--- config.mk ---
export PLATFORM = sky130hd
export DESIGN_NAME = micro_sequencer
export DESIGN_NICKNAME = d
export VERILOG_FILES = /design/src/rtl/micro_seq_pkg.sv /design/src/rtl/micro_decode.sv /design/src/rtl/micro_sequencer.sv
export SDC_FILE = /design/constraint.sdc
export NUM_CORES = 1
export LEC_CHECK = 0
export ABC_AREA = 1
export CAP_MARGIN = 20
export CORE_ASPECT_RATIO = 0.6
export CORE_MARGIN = 5
export CORE_UTILIZATION = 40
export DETAILED_ROUTE_END_ITERATION = 10
export GPL_TIMING_DRIVEN = 1
export HOLD_SLACK_MARGIN = 0.05
export PLACE_DENSITY = 0.71
export SYNTH_ARGS = -nofsm -noshare
export SYNTH_HDL_FRONTEND = slang
export SYNTH_SLANG_ARGS = --single-unit
--- constraint.sdc ---
create_clock -name clk -period 5.55 [get_ports clk]
set_clock_uncertainty 0.2 [all_clocks]
set_input_delay 1.665 -clock clk [delete_from_list [all_inputs] [get_ports clk]]
set_output_delay 1.665 -clock clk [all_outputs]
set_load 0.005 [all_outputs]
--- src/rtl/micro_seq_pkg.sv ---
// micro_seq_pkg: sequencer states, RV32 decode constants, micro-address map and control-word bit layout
package micro_seq_pkg;
  typedef enum logic [2:0] {S_FETCH, S_LOOKUP, S_EXEC, S_MEMWAIT, S_MULWAIT, S_COPY_RD, S_COPY_WR} state_t;
  typedef enum logic [1:0] {K_NORM, K_MUL, K_COPY} kind_t;
  localparam int MEMREAD = 4;
  localparam int MEMWRITE = 5;
  localparam logic [6:0] OP_R = 7'b0110011;
  localparam logic [6:0] OP_I = 7'b0010011;
  localparam logic [6:0] OP_LOAD = 7'b0000011;
  localparam logic [6:0] OP_STORE = 7'b0100011;
  localparam logic [6:0] OP_BRANCH = 7'b1100011;
  localparam logic [6:0] OP_JALR = 7'b1100111;
  localparam logic [6:0] OP_COPY = 7'b0001011;
  localparam logic [6:0] F7_BASE = 7'b0000000;
  localparam logic [6:0] F7_ALT = 7'b0100000;
  localparam logic [6:0] F7_MUL = 7'b0000001;
  localparam int UA_NONE = -1;
  localparam int UA_ADD = 0, UA_SUB = 1, UA_SLL = 2, UA_SLT = 3, UA_SLTU = 4;
  localparam int UA_XOR = 5, UA_SRL = 6, UA_SRA = 7, UA_OR = 8, UA_AND = 9;
  localparam int UA_ADDI = 10, UA_SLLI = 11, UA_SLTI = 12, UA_SLTIU = 13, UA_XORI = 14;
  localparam int UA_SRLI = 15, UA_SRAI = 16, UA_ORI = 17, UA_ANDI = 18;
  localparam int UA_LW = 19, UA_LH = 20, UA_LB = 21, UA_LHU = 22, UA_LBU = 23;
  localparam int UA_SW = 24, UA_SH = 25, UA_SB = 26;
  localparam int UA_BEQ = 27, UA_BNE = 28, UA_BLT = 29, UA_JALR = 30;
  localparam int UA_MUL = 31, UA_MEMCOPY = 32, UA_BLTU = 33;
  // funct3-indexed tables; UA_NONE marks encodings with no micro-routine
  localparam int R_UA [8] = '{UA_ADD, UA_SLL, UA_SLT, UA_SLTU, UA_XOR, UA_SRL, UA_OR, UA_AND};
  localparam int I_UA [8] = '{UA_ADDI, UA_SLLI, UA_SLTI, UA_SLTIU, UA_XORI, UA_SRLI, UA_ORI, UA_ANDI};
  localparam int LD_UA [8] = '{UA_LB, UA_LH, UA_LW, UA_NONE, UA_LBU, UA_LHU, UA_NONE, UA_NONE};
  localparam int ST_UA [8] = '{UA_SB, UA_SH, UA_SW, UA_NONE, UA_NONE, UA_NONE, UA_NONE, UA_NONE};
  localparam int BR_UA [8] = '{UA_BEQ, UA_BNE, UA_NONE, UA_NONE, UA_BLT, UA_BLT, UA_BLTU, UA_BLTU};
endpackage

--- src/rtl/micro_decode.sv ---
// micro_decode: combinational RV32 instruction to micro-address, operation kind and illegal flag
module micro_decode
  import micro_seq_pkg::*;
#(
  parameter int ADDR_W = 6
) (
  input  logic [31:0]       instr,
  output logic [ADDR_W-1:0] uaddr,
  output kind_t             kind,
  output logic              illegal
);
  logic [6:0] w_op, w_f7;
  logic [2:0] w_f3;
  logic w_unused;
  int w_ua;
  assign w_op = instr[6:0];
  assign w_f3 = instr[14:12];
  assign w_f7 = instr[31:25];
  assign w_unused = ^{instr[24:15], instr[11:7]};
  always_comb begin
    w_ua = UA_NONE;
    kind = K_NORM;
    case (w_op)
      OP_R: begin
        if (w_f7 == F7_MUL) begin
          w_ua = (w_f3 == 3'd0) ? UA_MUL : UA_NONE;
          kind = K_MUL;
        end else if (w_f7 == F7_BASE) w_ua = R_UA[w_f3];
        else if (w_f7 == F7_ALT) w_ua = (w_f3 == 3'd0) ? UA_SUB : (w_f3 == 3'd5) ? UA_SRA : UA_NONE;
      end
      OP_I: w_ua = (w_f3 == 3'd1) ? ((w_f7 == F7_BASE) ? UA_SLLI : UA_NONE) :
                   (w_f3 == 3'd5) ? ((w_f7 == F7_BASE) ? UA_SRLI : (w_f7 == F7_ALT) ? UA_SRAI : UA_NONE) :
                   I_UA[w_f3];
      OP_LOAD: w_ua = LD_UA[w_f3];
      OP_STORE: w_ua = ST_UA[w_f3];
      OP_BRANCH: w_ua = BR_UA[w_f3];
      OP_JALR: w_ua = (w_f3 == 3'd0) ? UA_JALR : UA_NONE;
      OP_COPY: begin
        w_ua = UA_MEMCOPY;
        kind = K_COPY;
      end
      default: w_ua = UA_NONE;
    endcase
    illegal = (w_ua < 0);
    uaddr = illegal ? '0 : ADDR_W'(w_ua);
  end
endmodule

--- src/rtl/micro_sequencer.sv ---
// micro_sequencer: fetch/decode handshake, micro-memory lookup and control-word hold across multi-cycle ops
module micro_sequencer
  import micro_seq_pkg::*;
#(
  parameter int WIDTH = 16,
  parameter int ADDR_W = 6,
  parameter int CNT_W = 8
) (
  input  logic              clk,
  input  logic              reset,
  input  logic              instr_valid,
  input  logic [31:0]       instr,
  output logic              instr_ready,
  output logic [ADDR_W-1:0] uaddr,
  input  logic [WIDTH-1:0]  udata,
  output logic [WIDTH-1:0]  ctrl,
  output logic              ctrl_valid,
  input  logic              mem_ready,
  input  logic              mul_done,
  input  logic [CNT_W-1:0]  copy_count,
  output logic              copy_phase,
  output logic              illegal
);
  state_t r_state, w_next;
  kind_t r_kind, w_dec_kind;
  logic [ADDR_W-1:0] r_uaddr, w_dec_uaddr;
  logic [WIDTH-1:0] r_ctrl;
  logic [CNT_W-1:0] r_count;
  logic r_instr_ready, r_ctrl_valid, r_copy_phase, r_illegal;
  logic w_dec_ill, w_accept;
  micro_decode #(.ADDR_W(ADDR_W)) u_decode (
    .instr  (instr),
    .uaddr  (w_dec_uaddr),
    .kind   (w_dec_kind),
    .illegal(w_dec_ill)
  );
  assign w_accept = (r_state == S_FETCH) && instr_valid && !w_dec_ill;
  always_comb begin
    w_next = r_state;
    case (r_state)
      S_FETCH: w_next = w_accept ? S_LOOKUP : S_FETCH;
      S_LOOKUP: w_next = (r_kind == K_MUL) ? S_MULWAIT :
                         (r_kind == K_COPY) ? ((r_count == '0) ? S_FETCH : S_COPY_RD) :
                         (udata[MEMREAD] || udata[MEMWRITE]) ? S_MEMWAIT : S_EXEC;
      S_EXEC: w_next = S_FETCH;
      S_MEMWAIT: w_next = mem_ready ? S_FETCH : S_MEMWAIT;
      S_MULWAIT: w_next = mul_done ? S_FETCH : S_MULWAIT;
      S_COPY_RD: w_next = mem_ready ? S_COPY_WR : S_COPY_RD;
      S_COPY_WR: w_next = !mem_ready ? S_COPY_WR : (r_count == CNT_W'(1)) ? S_FETCH : S_COPY_RD;
      default: w_next = S_FETCH;
    endcase
  end
  // status outputs are registered from the next state so they line up with r_state
  always_ff @(posedge clk) begin
    if (reset) begin
      r_state <= S_FETCH;
      r_kind <= K_NORM;
      r_uaddr <= '0;
      r_ctrl <= '0;
      r_count <= '0;
      r_instr_ready <= 1'b1;
      r_ctrl_valid <= 1'b0;
      r_copy_phase <= 1'b0;
      r_illegal <= 1'b0;
    end else begin
      r_state <= w_next;
      r_illegal <= (r_state == S_FETCH) && instr_valid && w_dec_ill;
      if (w_accept) begin
        r_uaddr <= w_dec_uaddr;
        r_kind <= w_dec_kind;
        if (w_dec_kind == K_COPY) r_count <= copy_count;
      end
      if (r_state == S_LOOKUP) r_ctrl <= udata;
      if (r_state == S_COPY_WR && mem_ready) r_count <= r_count - 1'b1;
      r_instr_ready <= (w_next == S_FETCH);
      r_ctrl_valid <= (w_next != S_FETCH) && (w_next != S_LOOKUP);
      r_copy_phase <= (w_next == S_COPY_WR);
    end
  end
  assign instr_ready = r_instr_ready;
  assign uaddr = r_uaddr;
  assign ctrl = r_ctrl;
  assign ctrl_valid = r_ctrl_valid;
  assign copy_phase = r_copy_phase;
  assign illegal = r_illegal;
endmodule
* Word-level counts from Yosys, hierarchy flattened
Memories as Yosys holds them, arrays and structs flattened.
Index checks and enable logic that the tools add are counted.
** Word-level totals
- Logic and storage cells :: 96
- ROM bits :: 1280
- Output and inout bits :: 26
- Bits of input ports :: 61
- Memories kept :: 5
- Bits in registers :: 39
** Memories
- (no name shown) :: depth 8, bits a word 32, read ports 1, clocked after memory_dff 0, wr ports 0, RTL line micro_decode.sv:33 : I_UA[w_f3];
- (no name shown) :: depth 8, bits a word 32, read ports 1, clocked after memory_dff 0, wr ports 0, RTL line micro_decode.sv:36 : OP_BRANCH: w_ua = BR_UA[w_f3];
- (no name shown) :: depth 8, bits a word 32, read ports 1, clocked after memory_dff 0, wr ports 0, RTL line micro_decode.sv:34 : OP_LOAD: w_ua = LD_UA[w_f3];
- (no name shown) :: depth 8, bits a word 32, read ports 1, clocked after memory_dff 0, wr ports 0, RTL line micro_decode.sv:28 : end else if (w_f7 == F7_BASE) w_ua = R_UA[w_f3];
- (no name shown) :: depth 8, bits a word 32, read ports 1, clocked after memory_dff 0, wr ports 0, RTL line micro_decode.sv:35 : OP_STORE: w_ua = ST_UA[w_f3];
** Cells by class
- $add $sub $neg :: 1
- Magnitude comparators :: 2
- Muxes and demuxes :: 40
- Bitwise operators :: 1
- Reduce and logical (&&, ||, !) cells :: 16
- Equal/unequal tests :: 22
** Operator list (number)
- 32-bit two-way mux :: 22
- 32-bit case mux with 7 select lines :: 1
- 32-bit by 1-bit less-than comparator with 1-bit output (second input constant) :: 1
- 8-bit two-way mux :: 3
- 7-bit by 6-bit equality test with 1-bit output (second input constant) :: 3
- 3-bit two-way mux :: 6
- 3-bit case mux with 6 select lines :: 1
- 3-bit equality test (second input constant) :: 5
- 7-bit equality test (second input constant) :: 2
- 3-bit logical NOT :: 3
- 8-bit by 1-bit equality test with 1-bit output (second input constant) :: 1
- 8-bit logical NOT :: 1
- 8-bit by 1-bit subtractor with 8-bit output (second input constant) :: 1
- 7-bit by 1-bit equality test with 1-bit output (second input constant) :: 1
- 7-bit by 2-bit equality test with 1-bit output (second input constant) :: 1
- 7-bit by 4-bit equality test with 1-bit output (second input constant) :: 1
- 7-bit by 5-bit equality test with 1-bit output (second input constant) :: 1
- 7-bit logical NOT :: 1
- 3-bit by 1-bit equality test with 1-bit output (second input constant) :: 2
- 6-bit two-way mux :: 1
- 1-bit logical AND :: 5
- 2-bit equality test (second input constant) :: 2
- 4-bit >= comparator (second input constant) :: 1
- 2-bit two-way mux :: 2
- other kinds (11) :: 14

* Logic depth before layout (Yosys ltp)
Gate-level depths: netlist of the first run.
- Depth in word-level cells :: 14
- Depth in mapped cells :: 13
- Mapped depth without buffers :: 12

* By module
From an unflattened synthesis of the first run, not the netlist that was laid out.
** Second synthesis, totals
- Cell total of the unflattened synthesis :: 433
- Area total of the unflattened synthesis :: 2705.1 µm²
** By module, submodules not included
- micro_sequencer :: instances 1, sequential area each 780.7 µm², cells an instance 262, area an instance 1829.3 µm²
- micro_decode :: instances 1, sequential area each 0.0 µm², cells an instance 171, area an instance 875.8 µm²

* Least setup slack after synthesis of the first run
Ideal clock, no wire load.
- Path kind :: input-to-reg
- From :: in instr[13]
- To :: reg r_count[1]
- Data arrival time :: 2.915 ns
- Library setup time :: 0.064 ns
- Cell stages on the path :: 12
- Slack :: 2.371 ns
- Data required time :: 5.286 ns
- Path through :: inv_1 -> ha_1 -> nand2_1 -> nand2_1 -> nand3_1 -> nand3_1 -> nor2_1 -> nor2_2 -> nand4_2 -> nand3_1 -> nand2_1 -> nor2_1
** Between the ends
- Cells in the longest elaborated chain, start to end :: 12
** RTL lines
- start: declaration :: RTL line micro_sequencer.sv:12 : input logic [31:0] instr,
- 3-bit NOT with 4-bit output (implied by the code) or 3-bit equality test (tied branches)
- memory read 8 x 32 bit, or another cell as far along
- 32-bit two-way mux (on tied branches) (2 in a row) :: RTL line micro_decode.sv:33, micro_decode.sv:28, micro_decode.sv:29
- 32-bit two-way mux (on tied branches) :: RTL line micro_decode.sv:32, micro_decode.sv:28
- 32-bit two-way mux (on tied branches) :: RTL line micro_decode.sv:31, micro_decode.sv:25
- 32-bit case mux with 7 select lines * :: RTL line micro_decode.sv:23 : case (w_op)
- 32-bit by 1-bit less-than comparator with 1-bit output * :: RTL line micro_decode.sv:44 : illegal = (w_ua < 0);
- 1-bit logical NOT * :: RTL line micro_sequencer.sv:37 : assign w_accept = (r_state == S_FETCH) && instr_valid && !w_dec_ill;
- 1-bit logical AND * :: RTL line micro_sequencer.sv:37
- 2-bit nonzero test (no source line) *
- 2-bit AND reduction (no source line) *
- end signal: assignment :: RTL line micro_sequencer.sv:71 : if (w_dec_kind == K_COPY) r_count <= copy_count;
- end signal: assignment :: RTL line micro_sequencer.sv:74 : if (r_state == S_COPY_WR && mem_ready) r_count <= r_count - 1'b1;
- end: declaration :: RTL line micro_sequencer.sv:28 : logic [CNT_W-1:0] r_count;
Mark *: on every way between the ends. The rest lies on a longest branch, timed or not. The select of a mux whose other input is x is not followed.
A chain may end at the register's enable or synchronous reset.

* Final worst setup path of the first run
Ends and elaborated chain as after synthesis.

==> results.sh, run 1 <==
export IMPL_status="complete, no violations"
export IMPL_hold_start="ctrl[8]"
export IMPL_ant_nets=0
export IMPL_r2r_slack_ns=3.39
export IMPL_start_util_pct=41.95
export IMPL_hold_path_class="flop to flop"
export IMPL_synth_flop_cell="dfxtp_1"
export IMPL_crit_required_ns=5.59
export IMPL_syn_area_mm2=0.002610
export IMPL_r2r_start="r_state[0]"
export IMPL_gp_congestion=1.003
export IMPL_clk_latency_ns=0.29
export IMPL_synth_warnings=0
export IMPL_synth_cells=407
export IMPL_cts_resized=0
export IMPL_final_common_cell="nor2_1"
export IMPL_cts_sinks=39
export IMPL_synthArstFlopShare_pct=0
export IMPL_grt_pass1_vias=2519
export IMPL_fmax_mhz=243.6
export IMPL_die_area_mm2=0.008294
export IMPL_end_kind="flop"
export IMPL_syn_nets=482
export IMPL_p_leak_nw=1.593
export IMPL_via_per_inst=4.943
export IMPL_drive_gt1_share_pct=8.386
export IMPL_synth_cell_types=39
export IMPL_synth_seq_cells=39
export IMPL_start_kind="input port"
export IMPL_grt_usage_pct=18.67
export IMPL_rows=22
export IMPL_crit_fanout=8
export IMPL_grt_overflow=0
export IMPL_cts_root_buf="clkbuf_8"
export IMPL_ys_seq_area_share_pct=29.91
export IMPL_fillers=640
export IMPL_cp_slowest_cell="clkdlybuf4s50_1"
export IMPL_grt_first_pass_wirelength_um=12500
export IMPL_drt_pass1_iterations=5
export IMPL_final_util_pct=56.09
export IMPL_synth_edf_count=0
export IMPL_peakVddDrop_uv=96.49
export IMPL_num_io_pins=87
export IMPL_hold_slack_ns=0.2841
export IMPL_finalSetupTns_ns=0
export IMPL_antenna_found_initial=0
export IMPL_pre_cts_ws_ns=1.209
export IMPL_coreArea_mm2=0.006221
export IMPL_crit_start="instr[13]"
export IMPL_htreeDepth=2
export IMPL_finalPower_mw=0.6344
export IMPL_max_slew_margin_pct=35.84
export IMPL_dp_cells=553
export IMPL_die_y_um=72.57
export IMPL_die_x_um=114.3
export IMPL_final_cells=561
export IMPL_maxCapViolCount=0
export IMPL_fin_crit_sh_pct=73.95
export IMPL_postSynthAreaPerCell_um2=6.413
export IMPL_wl_per_cell_um=13.51
export IMPL_final_cell_mix="nor2_1 (93), nand2_1 (76), clkdlybuf4s50_1 (71)"
export IMPL_dp_final_hpwl_um=5945
export IMPL_rsz0062_at_grt="no"
export IMPL_post_route_min_period_ns=4.104
export IMPL_clk_pin_slew_ns=0.08
export IMPL_finalHoldViolCount=0
export IMPL_slowest_delay_ns=0.58
export IMPL_cts_setup_buffers=0
export IMPL_path_class="input port to flop"
export IMPL_final_nets=551
export IMPL_multi_input_area_mm2=0.001595
export IMPL_drtIter0Drc=201
export IMPL_slew_viol_final=0
export IMPL_power_per_cell_area_mw_per_mm2=181.8
export IMPL_tightest_slew_ns=0.9613
export IMPL_io_buffers=71
export IMPL_cts_made_buffers=5
export IMPL_setup_viol=0
export IMPL_area_growth_pct=33.70
export IMPL_postPlaceCellArea_mm2=0.003372
export IMPL_holdBufCountCts=0
export IMPL_layout_area_seq_um2=780.7
export IMPL_cts_tree="built"
export IMPL_grt_max_degree=34
export IMPL_drcViolationCount=0
export IMPL_finalInstanceArea_mm2=0.003490
export IMPL_cts_buffer_depth=2
export IMPL_arrival_ns=4.14
export IMPL_worst_slack_ns=1.446
export IMPL_via_count=2773
export IMPL_n_antenna_cell=0
export IMPL_routed_wirelength_um=7577
export IMPL_cp_cell_sequence="clkdlybuf4s50_1 -> inv_1 -> ha_1 -> nand2_1 -> nand2_1 -> nand3_1 -> nand3_1 -> nor2_1 -> nor2_2 -> nand4_2 -> nand3_1 -> nand2_1 -> nor2_1"
==> layout make-up <==
class,count,share of cell area (%)
timing repair buffer,72,20.58
sequential,39,22.37
clock inverter,2,1.004
multi-input combinational,312,45.72
tap,84,3.012
inverter,46,4.948
clock buffer,6,2.366
==> sequential cells by signal, indices dropped and copies added, names as in the netlist <==
signal / count
copy_phase: 1
ctrl: 16
ctrl_valid: 1
illegal: 1
instr_ready: 1
r_count: 8
r_kind: 2
r_state: 3
uaddr: 6
==> cells by family after synthesis <==
| family | Yosys count | synth area share [%] |
|---|---|---|
| adders and majority gates | 14 | 6.711 |
| AOI/OAI and AO/OA | 60 | 12.99 |
| xor gates and xnor gates | 1 | 0.3356 |
| and+or+nand+nor | 237 | 41.08 |
| DFF | 39 | 29.91 |
| buffers and inverters | 56 | 8.964 |
==> per-layer routing <==
layer / track usage [%] / share of wire [%]
met2: 25.23 / 40
met3: 4.888 / 8.2
met1: 29.12 / 51
met4: 3.953 / 0.79
met5: 0 / 0
==> worst paths after layout <==
check	cells past startpoint	end
max	13	r_count[1]
min	2	ctrl[8]
max reg2reg	10	instr_ready
min reg2reg	2	ctrl[8]
==> where the power goes <==
group / leakage [nW] / switching [mW] / internal (mW)
sequential: 0.315 / 0.00235 / 0.284
combinational: 1.22 / 0.0475 / 0.0515
clock: 0.0612 / 0.103 / 0.146
==> synth_stat cells, types with 2 or more instances <==
library cell	count	area [um2]
nand4_1	6	37.54
buf_6	3	33.78
inv_2	7	26.28
nor3_2	2	20.02
o21ai_0	37	185.2
nor2_1	93	349.1
nor2_2	7	43.79
o211ai_1	3	22.52
nand2_1	76	285.3
nand3_1	29	145.1
o21ai_1	3	15.01
nor3_1	6	30.03
a21oi_2	2	17.52
inv_1	38	142.6
clkbuf_1	6	22.52
nand2_2	5	31.28
nor4_1	2	12.51
ha_1	14	175.2
o2111ai_1	2	17.52
dfxtp_1	39	780.8
nor2_4	3	33.78
a21oi_1	7	35.03
==> worst max-delay path, delay by kind of cell <==
kind	cells	cell delay [ns]
buffers and inverters	2	0.83
and+or+nand+nor	10	1.31
adders and majority gates	1	0.31
(Power assumes the default switching activity.)
==> run 2, diff against run 1 <==
==> constraint.sdc (replaced) <==
create_clock -name clk -period 4.29 [get_ports clk]
set_clock_uncertainty 0.2 [all_clocks]
set_input_delay 1.287 -clock clk [delete_from_list [all_inputs] [get_ports clk]]
set_output_delay 1.287 -clock clk [all_outputs]
set_load 0.005 [all_outputs]
==> results.sh, run 2 (synthesis results as in run 1) <==
export IMPL_gp_congestion=1.020
export IMPL_setup_viol=0
export IMPL_max_slew_margin_pct=51.14
export IMPL_peakVddDrop_uv=113.2
export IMPL_n_antenna_cell=0
export IMPL_final_nets=555
export IMPL_power_per_cell_area_mw_per_mm2=230.7
export IMPL_die_area_mm2=0.008294
export IMPL_drt_pass1_iterations=5
export IMPL_rsz0062_at_grt="no"
export IMPL_cp_cell_sequence="clkdlybuf4s50_1 -> inv_2 -> nand2_1 -> nand2_1 -> nand3_1 -> nand3_1 -> nor2_1 -> nor2_2 -> nand4_2 -> nand3_1 -> nand2_1 -> nor2_1"
export IMPL_io_buffers=71
export IMPL_cp_slowest_cell="clkdlybuf4s50_1"
export IMPL_cts_setup_buffers=0
export IMPL_drcViolationCount=0
export IMPL_path_class="input port to flop"
export IMPL_hold_start="ctrl[5]"
export IMPL_via_per_inst=5.035
export IMPL_status="complete, no violations"
export IMPL_via_count=2845
export IMPL_post_route_min_period_ns=3.527
export IMPL_worst_slack_ns=0.7634
export IMPL_pre_cts_ws_ns=0.5054
export IMPL_cts_sinks=39
export IMPL_cts_resized=0
export IMPL_cts_buffer_depth=2
export IMPL_area_growth_pct=34.66
export IMPL_cts_tree="built"
export IMPL_cts_made_buffers=5
export IMPL_start_util_pct=41.95
export IMPL_r2r_start="r_state[0]"
export IMPL_finalHoldViolCount=0
export IMPL_grt_first_pass_wirelength_um=12430
export IMPL_dp_final_hpwl_um=6008
export IMPL_crit_required_ns=4.33
export IMPL_routed_wirelength_um=7683
export IMPL_clk_pin_slew_ns=0.08
export IMPL_drive_gt1_share_pct=9.148
export IMPL_drtIter0Drc=195
export IMPL_hold_path_class="flop to flop"
export IMPL_fmax_mhz=283.6
export IMPL_crit_fanout=12
export IMPL_final_cell_mix="nor2_1 (93), nand2_1 (76), clkdlybuf4s50_1 (71)"
export IMPL_crit_start="instr[14]"
export IMPL_htreeDepth=2
export IMPL_slew_viol_final=0
export IMPL_cts_root_buf="clkbuf_8"
export IMPL_p_leak_nw=1.609
export IMPL_holdBufCountCts=0
export IMPL_antenna_found_initial=0
export IMPL_arrival_ns=3.57
export IMPL_end_kind="flop"
export IMPL_start_kind="input port"
export IMPL_grt_max_degree=23
export IMPL_grt_pass1_vias=2569
export IMPL_die_y_um=72.57
export IMPL_num_io_pins=87
export IMPL_maxCapViolCount=0
export IMPL_clk_latency_ns=0.30
export IMPL_final_common_cell="nor2_1"
export IMPL_fin_crit_sh_pct=82.21
export IMPL_ant_nets=0
export IMPL_grt_overflow=0
export IMPL_coreArea_mm2=0.006221
export IMPL_tightest_slew_ns=0.7312
export IMPL_finalSetupTns_ns=0
export IMPL_die_x_um=114.3
export IMPL_wl_per_cell_um=13.60
export IMPL_slowest_delay_ns=0.61
export IMPL_grt_usage_pct=18.56
export IMPL_rows=22
export IMPL_largest_register_ffs=16
run 2: changes by cell type in the layout (fill, tap and decap cells not counted), sizes merged:
cell    delta
buf        +4
clkinv     +1
clkbuf     -1
run 2: through the flow:
step / hold WS, ns / util (%) / power, mW / instance area, um2 / instances
after floorplan: 0.2497 / - / 0.4363 / 2610 / 407
after detailed placement: 0.2707 / 54.69 / 0.5082 / 3402 / 557
final: 0.2819 / 56.50 / 0.8110 / 3515 / 565
after CTS: 0.2901 / 56.50 / 0.8165 / 3515 / 565
after global placement: 0.2605 / 54.69 / 0.5077 / 3402 / 557
after global routing: 0.3027 / 56.50 / 0.8456 / 3515 / 565
run 2: worst paths after layout:
check / cells after the start / slack [ns] / end
worst max register to register: 10 / 2.14 / instr_ready
worst min-delay path: 2 / 0.28 / ctrl[5]
worst min register to register: 2 / 0.28 / ctrl[5]
worst max-delay path: 12 / 0.76 / r_count[2]
run 2: layer usage:
| metal | wire [um] | vias to the layer above | GRT usage (%) |
|---|---|---|---|
| li1 | - | 1458 | - |
| met1 | 3944 | 1265 | 28.49 |
| met2 | 3006 | 115 | 25.42 |
| met3 | 681 | 7 | 5.551 |
| met4 | 50 | 0 | 3.294 |
| met5 | 0 | - | 0 |
run 2: final cells by class:
class,count,area (um2)
Clock buffer,5,68.82
Clock inverter,3,43.79
Fill cell,627,2706
Inverter,46,172.7
Multi-Input combinational cell,312,1595
Sequential cell,39,780.7
Tap cell,84,105.1
Timing Repair Buffer,76,748.2
run 2: power by group:
group,switching (mW),internal (mW),total (mW)
combinational,0.0622,0.0682,0.130
clock,0.136,0.173,0.309
sequential,0.00306,0.368,0.371
run 2: critical path, delay by kind of cell:
family	cells	cell delay, ns
buf+inv	2	0.88
simple gates	10	1.40
==> run 3, diff against run 2 <==
--- a/config.mk
+++ b/config.mk
@@ -13,7 +13,7 @@
 export DETAILED_ROUTE_END_ITERATION = 10
 export GPL_TIMING_DRIVEN = 1
 export HOLD_SLACK_MARGIN = 0.05
-export PLACE_DENSITY = 0.71
+export PLACE_DENSITY = 0.74
 export SYNTH_ARGS = -nofsm -noshare
 export SYNTH_HDL_FRONTEND = slang
 export SYNTH_SLANG_ARGS = --single-unit
==> constraint.sdc (replaced) <==
create_clock -name clk -period 2.9 [get_ports clk]
set_clock_uncertainty 0.2 [all_clocks]
set_input_delay 0.87 -clock clk [delete_from_list [all_inputs] [get_ports clk]]
set_output_delay 0.87 -clock clk [all_outputs]
set_load 0.005 [all_outputs]
==> results.sh, run 3 (synthesis results as in run 1) <==
export IMPL_die_area_mm2=0.008294
export IMPL_final_cells=595
export IMPL_tightest_slew_ns=0.5278
export IMPL_grt_usage_pct=18.32
export IMPL_grt_first_pass_wirelength_um=12400
export IMPL_worstHoldPathCells=2
export IMPL_power_switching_mw=0.2983
export IMPL_clk_latency_ns=0.29
export IMPL_area_growth_pct=44.39
export IMPL_peakVddDrop_uv=174.1
export IMPL_grt_pass1_vias=2605
export IMPL_grt_overflow=0
export IMPL_gp_congestion=0.9686
export IMPL_crit_required_ns=2.89
export IMPL_ant_nets=0
export IMPL_grt_util_met2_pct=26.01
export IMPL_die_y_um=72.57
export IMPL_num_io_pins=87
export IMPL_rsz0062_at_grt="no"
export IMPL_hold_path_class="flop to flop"
export IMPL_dp_cells=587
export IMPL_fmax_mhz=365.7
export IMPL_die_x_um=114.3
export IMPL_cts_tree="built"
export IMPL_path_class="input port to flop"
export IMPL_io_buffers=71
export IMPL_cts_buffer_depth=2
export IMPL_cts_sinks=39
export IMPL_grt_use_met3_pct=3.894
export IMPL_fin_crit_sh_pct=94.30
export IMPL_internal_power_mw=0.9160
export IMPL_crit_fanout=7
export IMPL_finalSetupTns_ns=0
export IMPL_antenna_found_initial=0
export IMPL_p_leak_nw=1.767
export IMPL_grt_max_degree=31
export IMPL_final_common_cell="nor2_1"
export IMPL_max_slew_margin_pct=64.73
export IMPL_seqPwrFrac_pct=45.2
export IMPL_drcViolationCount=0
export IMPL_arrival_ns=2.73
export IMPL_r2r_cells=9
export IMPL_status="complete, no violations"
export IMPL_crit_start="instr[13]"
export IMPL_clk_pin_slew_ns=0.08
export IMPL_cts_made_buffers=5
export IMPL_setup_viol=0
export IMPL_power_frac_comb_pct=17.5
export IMPL_finalPower_mw=1.214
export IMPL_finalHoldViolCount=0
export IMPL_start_util_pct=41.95
export IMPL_largest_register_ffs=16
export IMPL_p_sw_share_pct=24.56
export IMPL_dp_final_hpwl_um=6178
export IMPL_final_nets=585
export IMPL_power_per_cell_area_mw_per_mm2=322.2
export IMPL_top_usage_layer="met1"
export IMPL_drive_gt1_share_pct=14.87
export IMPL_final_cell_mix="nor2_1 (93), nand2_1 (75), clkdlybuf4s50_1 (70)"
export IMPL_r2r_slack_ns=0.95
export IMPL_finalInstanceArea_mm2=0.003769
export IMPL_coreArea_mm2=0.006221
export IMPL_drtIter0Drc=229
export IMPL_n_antenna_cell=0
export IMPL_hold_slack_ns=0.2849
export IMPL_grt_use_met1_pct=28.86
export IMPL_drt_pass1_iterations=5
export IMPL_rows=22
export IMPL_via_per_inst=4.889
export IMPL_hold_start="r_kind[1]"
export IMPL_end_kind="flop"
export IMPL_fillers=581
export IMPL_via_count=2909
export IMPL_htreeDepth=2
export IMPL_wl_per_cell_um=12.82
export IMPL_maxCapViolCount=0
export IMPL_holdBufCountCts=0
export IMPL_routed_wirelength_um=7627
export IMPL_slew_viol_final=0
export IMPL_start_kind="input port"
export IMPL_r2r_start="r_count[0]"
export IMPL_postPlaceCellArea_mm2=0.003627
export IMPL_clkPwrFrac_pct=37.3
export IMPL_post_route_min_period_ns=2.735
export IMPL_cts_root_buf="clkbuf_8"
[run 3: cell types whose count changed in the layout (fill, tap and decap cells not counted), sizes merged]
| cell | change |
|---|---|
| dlymetal6s2s | +1 |
| clkdlybuf4s50 | -1 |
| buf | +30 |
[run 3: worst max-delay path, cell delays in order]
cell and delay, ns:
clkdlybuf4s50_1 0.47, ha_1 0.22, or2_1 0.27, nand4_1 0.14
nand2_2 0.10, nor2_4 0.13, nand4_4 0.14, nand2_4 0.12
nand2_4 0.09, nor2_1 0.12, nor2_1 0.06
[run 3: repair_timing]
item / 4_1_cts / 5_1_grt
hold endpoints to repair: 0 / 0
resized for setup: 0 / 7
setup endpoints to repair: 0 / 12
setup buffers: 0 / 0
[run 3: layout make-up]
| type | count | area (um2) | share of cell area (%) |
|---|---|---|---|
| repair buffers | 106 | 975.9 | 25.90 |
| multi-input cells | 312 | 1622 | 43.03 |
| inverters | 46 | 172.7 | 4.582 |
| well taps | 84 | 105.1 | 2.789 |
| flip-flops and latches | 39 | 780.7 | 20.72 |
| clock buffers | 5 | 68.82 | 1.826 |
| clock inverters | 3 | 43.79 | 1.162 |
[run 3: path summary, 6_finish.rpt]
path | end
worst max-delay path | r_count[4]
worst min-delay path | r_kind[1]
worst max register to register | ctrl_valid
worst min register to register | r_kind[1]
[run 3: through the flow]
stage	utilization, %	setup WS (ns)
2_1_floorplan	-	0.5156
3_3_place_gp	58.31	-0.1652
3_5_place_dp	58.31	-0.2262
4_1_cts	60.12	0.05921
5_1_grt	60.58	0.008305
6_report	60.58	0.1654
[run 3: per-layer routing]
| metal | up-vias | routed length, um |
|---|---|---|
| li1 | 1522 | - |
| met1 | 1283 | 3936 |
| met2 | 97 | 3011 |
| met3 | 7 | 635 |
| met4 | 0 | 43 |
| met5 | - | 0 |
[run 3: power groups by stage]
stage          Clock (mW)  Combinational, mW  Sequential (mW)
2_1_floorplan           0             0.0834            0.562
3_3_place_gp            0              0.206            0.561
3_5_place_dp            0              0.209            0.561
4_1_cts             0.458              0.210            0.549
5_1_grt             0.482              0.234            0.550
6_report            0.453              0.212            0.549
